### src/rtl/ranc_core_pkg.sv
// Shared types and constants for the RANC core scan path.
// Axon counts, index-width helper and scan FSM encoding.
package ranc_core_pkg;

  localparam int NUM_AXONS_DEF = 256;

  typedef enum logic [1:0] {
    S_IDLE  = 2'd0,
    S_SCAN  = 2'd1,
    S_DRAIN = 2'd2,
    S_DONE  = 2'd3
  } scan_state_e;

  function automatic int AXON_W(input int n);
    return (n > 1) ? $clog2(n) : 1;
  endfunction

endpackage

### src/rtl/con_result_fifo.sv
// Small tag FIFO holding connected axon indices
// until the integrate stage accepts them.
module con_result_fifo #(
  parameter int DEPTH = 2,
  parameter int W     = 8,
  localparam int CW   = $clog2(DEPTH + 1),
  localparam int PW   = (DEPTH > 1) ? $clog2(DEPTH) : 1
) (
  input  logic          clk_i,
  input  logic          rst_i,
  input  logic          push_i,
  input  logic [W-1:0]  data_i,
  input  logic          pop_i,
  output logic          valid_o,
  output logic [W-1:0]  data_o,
  output logic [CW-1:0] count_o
);

  logic [W-1:0]  mem_q [DEPTH];
  logic [PW-1:0] rd_q;
  logic [PW-1:0] wr_q;
  logic [CW-1:0] cnt_q;
  logic          do_pop;
  logic          do_push;

  function automatic logic [PW-1:0] inc(input logic [PW-1:0] p);
    return (p == PW'(DEPTH - 1)) ? '0 : p + 1'b1;
  endfunction

  assign do_pop  = pop_i && (cnt_q != '0);
  // A simultaneous pop frees the slot this push needs.
  assign do_push = push_i && ((cnt_q != CW'(DEPTH)) || do_pop);

  always_ff @(posedge clk_i) begin
    if (rst_i) begin
      rd_q  <= '0;
      wr_q  <= '0;
      cnt_q <= '0;
      for (int i = 0; i < DEPTH; i++) mem_q[i] <= '0;
    end else begin
      if (do_push) begin
        mem_q[wr_q] <= data_i;
        wr_q        <= inc(wr_q);
      end
      if (do_pop) rd_q <= inc(rd_q);
      if (do_push && !do_pop) cnt_q <= cnt_q + 1'b1;
      else if (!do_push && do_pop) cnt_q <= cnt_q - 1'b1;
    end
  end

  assign valid_o = cnt_q != '0;
  assign data_o  = mem_q[rd_q];
  assign count_o = cnt_q;

endmodule

### src/rtl/axon_scan_ctrl.sv
// Per-tick axon scan: walks latched spikes, issues connection
// lookups under credit, forwards connected axons in order.
module axon_scan_ctrl
  import ranc_core_pkg::*;
#(
  parameter int NUM_AXONS   = NUM_AXONS_DEF,
  parameter int CON_LATENCY = 1,
  parameter int RES_DEPTH   = 2,
  localparam int AW         = AXON_W(NUM_AXONS)
) (
  input  logic                 clk,
  input  logic                 rst,
  input  logic                 tick,
  input  logic [NUM_AXONS-1:0] spike_vec,
  output logic [AW-1:0]        axon_number,
  input  logic                 connection,
  output logic                 int_valid,
  output logic [AW-1:0]        int_axon,
  input  logic                 int_ready,
  output logic                 busy,
  output logic                 scan_done,
  output logic                 tick_overrun
);

  localparam int CW = $clog2(RES_DEPTH + 1);

  scan_state_e            state_q;
  logic [AW-1:0]          ptr_q;
  logic [NUM_AXONS-1:0]   spk_q;
  logic [CON_LATENCY-1:0] infl_v_q;
  logic [AW-1:0]          infl_tag_q [CON_LATENCY];

  logic [CW-1:0] buf_cnt;
  logic          buf_valid;
  logic [AW-1:0] buf_head;
  logic          in_scan;
  logic          cur_spk;
  logic          credit_ok;
  logic          issue;
  logic          advance;
  logic          at_last;
  logic          push;
  int            inflight;

  assign in_scan   = state_q == S_SCAN;
  assign cur_spk   = spk_q[ptr_q];
  assign inflight  = $countones(infl_v_q);
  // Reserve a buffer slot for every lookup still in flight.
  assign credit_ok = (int'(buf_cnt) + inflight) < RES_DEPTH;
  assign issue     = in_scan && cur_spk && credit_ok;
  assign advance   = in_scan && (!cur_spk || credit_ok);
  assign at_last   = ptr_q == AW'(NUM_AXONS - 1);
  assign push      = infl_v_q[CON_LATENCY-1] && connection;

  con_result_fifo #(
    .DEPTH (RES_DEPTH),
    .W     (AW)
  ) u_fifo (
    .clk_i   (clk),
    .rst_i   (rst),
    .push_i  (push),
    .data_i  (infl_tag_q[CON_LATENCY-1]),
    .pop_i   (int_ready),
    .valid_o (buf_valid),
    .data_o  (buf_head),
    .count_o (buf_cnt)
  );

  always_ff @(posedge clk) begin
    if (rst) begin
      state_q  <= S_IDLE;
      ptr_q    <= '0;
      spk_q    <= '0;
      infl_v_q <= '0;
      for (int i = 0; i < CON_LATENCY; i++) infl_tag_q[i] <= '0;
    end else begin
      infl_v_q[0]   <= issue;
      infl_tag_q[0] <= ptr_q;
      for (int i = 1; i < CON_LATENCY; i++) begin
        infl_v_q[i]   <= infl_v_q[i-1];
        infl_tag_q[i] <= infl_tag_q[i-1];
      end
      unique case (state_q)
        S_IDLE: begin
          if (tick) begin
            spk_q   <= spike_vec;
            ptr_q   <= '0;
            state_q <= S_SCAN;
          end
        end
        S_SCAN: begin
          if (advance) begin
            if (at_last) state_q <= S_DRAIN;
            else ptr_q <= ptr_q + 1'b1;
          end
        end
        S_DRAIN: begin
          if (inflight == 0 && buf_cnt == '0) state_q <= S_DONE;
        end
        S_DONE: begin
          ptr_q   <= '0;
          state_q <= S_IDLE;
        end
        default: state_q <= S_IDLE;
      endcase
    end
  end

  assign axon_number  = in_scan ? ptr_q : '0;
  assign int_valid    = buf_valid;
  assign int_axon     = buf_head;
  assign busy         = state_q != S_IDLE;
  assign scan_done    = state_q == S_DONE;
  assign tick_overrun = tick && busy && !rst;

endmodule

### config.mk
export PLATFORM = sky130hd
export DESIGN_NAME = axon_scan_ctrl
export DESIGN_NICKNAME = d
export VERILOG_FILES = /design/src/rtl/ranc_core_pkg.sv /design/src/rtl/con_result_fifo.sv /design/src/rtl/axon_scan_ctrl.sv
export SDC_FILE = /design/constraint.sdc
export NUM_CORES = 1
export LEC_CHECK = 0
export BUFFER_PORTS_ARGS = -buffer_cell sky130_fd_sc_hd__buf_2
export CORE_UTILIZATION = 36
export DETAILED_ROUTE_END_ITERATION = 10
export PLACE_DENSITY = 0.61
export SYNTH_ARGS = -nofsm -noshare
export SYNTH_HDL_FRONTEND = slang
export SYNTH_SLANG_ARGS = --single-unit
### constraint.sdc
create_clock -name clk -period 3.7 [get_ports clk]
set_input_delay 0.37 -clock clk [delete_from_list [all_inputs] [get_ports clk]]
set_output_delay 0.37 -clock clk [all_outputs]
set_load 0.02 [all_outputs]
After elaboration in Yosys (flattened, before gate mapping)
Memory sizes are Yosys's and may differ from the RTL's. A register that Yosys moved wholly into a read port is not among the register bits.
Cells that the tools add are included.
{"block": "word_totals", "reg_bits": 271, "latchBits": 0, "ramBits": 24, "mem_bits_ro": 0, "inputBits": 261, "out_inout_bits": 20, "memories": 2}
{"name": "u_fifo.mem_q", "depth": 2, "width": 8, "read_ports": 1, "rd_clocked_by_memory_dff": 1, "wr": 2, "line": "con_result_fifo.sv:19", "text": "logic [W-1:0] mem_q [DEPTH];"}
{"name": "infl_tag_q", "depth": 1, "width": 8, "read_ports": 1, "rd_clocked_by_memory_dff": 0, "wr": 1, "line": "axon_scan_ctrl.sv:31", "text": "logic [AW-1:0] infl_tag_q [CON_LATENCY];"}
{"block": "op_classes", "add_sub_neg": 6, "n_mul": 0, "div": 0, "order_cmp": 2, "n_eq_ne": 10, "n_shift": 0, "mux": 29, "bitwise": 0, "n_reduce_logical": 29}
{"op": "two-way mux 8 bit", "n": 6}
{"op": "logical NOT 32 bit", "n": 1}
{"op": "case mux 8 bit (3 select lines)", "n": 1}
{"op": "OR reduction 8 bit", "n": 2}
{"op": "two-way mux 1 bit", "n": 14}
{"op": "two-way mux 2 bit", "n": 6}
{"op": "logical AND 1 bit", "n": 11}
{"op": "less-than comparator 8 x 9 -> 1 bit, second input constant", "n": 1}
{"op": "adder 8 x 1 -> 8 bit, second input constant", "n": 1}
{"op": "binary-select mux 1 bit (select 8 bit)", "n": 1}
{"op": "equality test 8 bit, second input constant", "n": 1}
{"op": "inequality test 2 bit, second input constant", "n": 4}
{"op": "case mux 2 bit (4 select lines)", "n": 1}
{"op": "AND reduction 4 bit", "n": 2}
{"op": "nonzero test 2 bit", "n": 3}
{"op": "equality test 2 bit, second input constant", "n": 2}
{"op": "logical NOT 1 bit", "n": 4}
{"op": "logical NOT 2 bit", "n": 2}
{"op": "inequality test 2 x 1 -> 1 bit, second input constant", "n": 2}
{"op": "adder 2 x 1 -> 3 bit", "n": 1}
{"op": "less-than comparator 3 x 2 -> 1 bit, second input constant", "n": 1}
{"op": "nonzero test 3 bit", "n": 1}
{"op": "adder 1 bit, second input constant", "n": 2}
{"op": "adder 2 x 1 -> 2 bit, second input constant", "n": 1}
{"op": "4 further kinds", "n": 5}

Longest topological paths before layout
{"block": "depth", "ltp_word": 9, "ltp_mapped": 12, "depth_no_buf": 9}

By module
From an unflattened synthesis, not the netlist that was laid out.
{"block": "hier_totals", "hier_cells": 1516, "hier_area_um2": 12874.8}
{"module": "axon_scan_ctrl", "n_inst": 1, "cells_per_inst": 1439, "area_per_inst_um2": 11937.7, "seq_area_each_um2": 5505.3}
{"module": "con_result_fifo", "n_inst": 1, "cells_per_inst": 77, "area_per_inst_um2": 937.1, "seq_area_each_um2": 580.6}

Worst setup path before layout
No wires, ideal clock.
{"block": "synth_path", "path_kind": "register to register", "start": "reg ptr_q[0]", "end": "reg ptr_q[0]", "setup_time_ns": 0.121, "t_arrival_ns": 2.422, "t_required_ns": 3.579, "setup_slack_ns": 1.157, "stages_incl_launch_ff": 10, "synth_period_minus_slack_ns": 2.543, "cell_sequence": "dfxtp_1 > buf_6 > buf_12 > buf_6 > mux4_2 > a211oi_1 > nor4_2 > o31ai_4 > nand4_4 > mux2_4"}
{"block": "synth_via", "elab_chain_len": 7}
{"item": "start, declared", "line": "axon_scan_ctrl.sv:28", "text": "logic [AW-1:0] ptr_q;"}
{"item": "start signal, assigned", "line": "axon_scan_ctrl.sv:94", "text": "else ptr_q <= ptr_q + 1'b1;"}
{"item": "binary-select mux 1 bit (select 8 bit)", "line": "axon_scan_ctrl.sv:46", "text": "assign cur_spk = spk_q[ptr_q];"}
{"item": "two-way mux 1 bit (implied by the code)", "line": "axon_scan_ctrl.sv:46"}
{"item": "logical NOT 1 bit", "line": "axon_scan_ctrl.sv:51", "text": "assign advance = in_scan && (!cur_spk || credit_ok);"}
{"item": "logical OR 1 bit", "line": "axon_scan_ctrl.sv:51"}
{"item": "logical AND 1 bit", "line": "axon_scan_ctrl.sv:51"}
{"item": "inequality test 2 x 1 -> 1 bit (no line)"}
{"item": "AND reduction 4 bit (no line)"}
Several ways; a longest one is shown, not always the timed one. The select of a mux whose other input is x is not followed.
A chain may end at the register's enable or synchronous reset.

Final worst setup path
{"block": "layout_path", "start": "reg ptr_q[0]", "end": "reg ptr_q[1]"}
Same word-level chain as after synthesis.

==> summary.txt <==
Setup crit end kind = flop
EDFF count, synth = 16
Ys async rst share = 0%
VDD IR max = 0.0004390 V
Sequential share of the synthesized area = 47.19%
Crit start category = flop
First-pass GRT wire length = 60,180 um
CTS Buf Count = 31
Leakage = 6.113 nW
Layout cell share with drive strength beyond 1 = 24.34%
Mapped Area = 12,900 um2
Drt drc = 0
Worst Reg-to-Reg Cells = 8
Initial Util = 36.97%
Pre-antenna DRT Iters = 5
CTS H-Tree Depth = 1
CP max FO = 31
Hold buffer count at CTS = 0
DR vias/cell = 5.134
Syn Nets = 1,774
Total power = 10.22 mW
CTS tree = yes
Initial antenna violation count = 3
Fin nets = 1,992
# port buffers = 280
FF+latch count, synth = 296
Post-CTS Resized = 0
Register clock-pin slew on the reported worst setup and hold paths = 0.06 ns
Die W = 191.3 um
PD cells = 655.3 nW/um2
Die Area = 36,590 um2
CP Class = reg -> reg
Largest net degree at the start of global routing = 85
Clk root buf = clkbuf_16
Synth top area share = 43.46%
Post-Syn Instances = 1,507
Worst r2r src = ptr_q[0]
Hold Path Depth = 3
Final setup viols = 0
Iteration-0 DRC Markers = 797
Commonest non-fill, non-tap cell in the layout = nand2_1
Core Footprint = 34,880 um2
Tmin final = 3.098 ns
Die height = 191.3 um
Cell Rows = 68
Clk buf depth = 3
RSZ-0062 raised after global routing = no
Total I/O pin count = 281
Fill cell count = 3,476
Fin. Hold Viols = 0
Reg2reg end = ptr_q[1]
Hold Path End = spk_q[86]
Dpl hpwl = 28,660 um
Worst-Skew Late Latency = 0.55 ns
Crit. Startpoint = ptr_q[0]
Number of global-route vias before repair = 10,965
Slew headroom = 13.24%
Outcome = finished, final reports clean
Max Fclk = 322.8 MHz
Synth unique cells = 69
Wirelength, routed = 39,170 um
GP Congestion = 0.9394
Yosys top cell by area = dfxtp_1
Worst path required time = 4.14 ns
Clock Skew = 0.009327 ns
Top cells by area, synth = dfxtp_1 43%, nand2_1 15%, a21oi_1 10%
Post-CTS Setup Repair Bufs = 0
Main synth FF type = dfxtp_1
Setup Total Neg Slack = 0 ns
Most frequent cells in the layout = 525 x nand2_1, 279 x buf_2, 277 x dfxtp_1, 266 x a21oi_1, 46 x mux2i_1
Number of clock sinks = 296
Slew of the pin with the lowest slew margin = 1.288 ns
HP Class = in -> reg
Remaining Overflow, GRT = 0
Avg Cell Area, Syn = 8.558 um2
P&R area growth vs syn = 20.94%
Ys Warns = 0
Wire per inst = 17.77 um
Crit share post-route = 83.72%
Antenna-violating nets left = 0
R2r setup slk = 0.60 ns
All-Layer GR Usage = 21.26%
Worst EP arrival = 3.54 ns
Hold wc startpoint = spike_vec[86]
Fin. max-slew vios = 0
Vias = 11,316
Max Cap Viol = 0
cells in the mapped netlist (all sizes together), types with 2 or more instances:
library cell,number
a211o,2
a211oi,14
a21oi,266
a221oi,6
a22o,6
a22oi,7
a31o,2
a31oi,2
and2,24
and3,6
buf,27
clkbuf,93
dfxtp,280
edfxtp,16
ha,6
inv,14
mux2,16
mux2i,46
mux4,38
nand2,526
nand2b,2
nand3,7
nand4,12
nor2,23
nor2b,7
nor3,3
nor4,3
o21ai,6
o221ai,10
o2bb2ai,7
o31ai,2
or2,3
or3,4
or4,3
xor2,3
how the worst max path moves through the flow:
stage,end,depth (start not counted)
2_1_floorplan,ptr_q[0],9
3_3_place_gp,ptr_q[1],7
3_5_place_dp,ptr_q[1],8
4_1_cts,ptr_q[1],7
5_1_grt,ptr_q[1],8
6_report,ptr_q[1],8
area by class of cell:
class                      count  area, um2  share of cell area, %
clock inverter                 7      67.56                 0.4331
timing repair buffer         305       1648                  10.56
inverter                      14      52.55                 0.3369
sequential                   296       6095                  39.07
multi-input combinational   1077       6211                  39.82
tap                          455      569.3                  3.650
clock buffer                  47      948.4                  6.080
antenna                        3      7.507                0.04813
flip-flops by register name, summed over array words and instances (netlist names), named ones only:
signal and count:
spk_q 256, state_q 2, u_fifo.wr_q 1, infl_v_q 1
u_fifo.count_o 2, ptr_q 8, u_fifo.rd_q 1, u_fifo.mem_q 16
infl_tag_q 8
critical path, cell delays in order, from the launching register on:
cell	delay (ns)
dfxtp_4	0.73
buf_4	0.37
nor2b_1	0.33
a22oi_1	0.14
nand4_1	0.11
nand4_1	0.24
a211oi_4	0.47
nand4_4	0.23
mux2_4	0.34
per-layer routing:
layer	share of wire [%]	vias up	GRT usage, %
li1	-	5585	-
met1	44	5295	28.86
met2	47	370	34.81
met3	6.1	66	3.048
met4	2.9	0	6.441
met5	0	-	0
power by group:
| part | switching, mW | internal [mW] |
|---|---|---|
| combinational | 1.78 | 1.14 |
| sequential | 0.430 | 3.80 |
| clock | 1.26 | 1.82 |
| total | 3.46 | 6.76 |
metrics by stage:
step / setup WS, ns / hold WS (ns) / area [um2] / instances / util, %
6_report: 0.6022 / 0.04837 / 15600 / 2204 / 44.72
5_1_grt: 0.3785 / 0.04191 / 15600 / 2203 / 44.71
4_1_cts: 0.5735 / 0.02549 / 15590 / 2201 / 44.70
3_5_place_dp: 0.5988 / 0.4444 / 14580 / 2147 / 41.78
3_3_place_gp: 0.6690 / 0.4378 / 14580 / 2147 / 41.78
2_1_floorplan: 1.157 / 0.4315 / 12900 / 1507 / -
kinds of logic after synthesis:
group,after synthesis,synth area share [%]
AND/OR/NAND/NOR,627,19.98
XOR/XNOR,4,0.2717
multiplexers,100,11.78
AO/OA/AOI/OAI,340,15.41
adder cells (fa/ha/maj),6,0.5821
buffers and inverters,134,4.792
flip-flops,296,47.19
No activity file was read; power rests on OpenSTA's default activity.
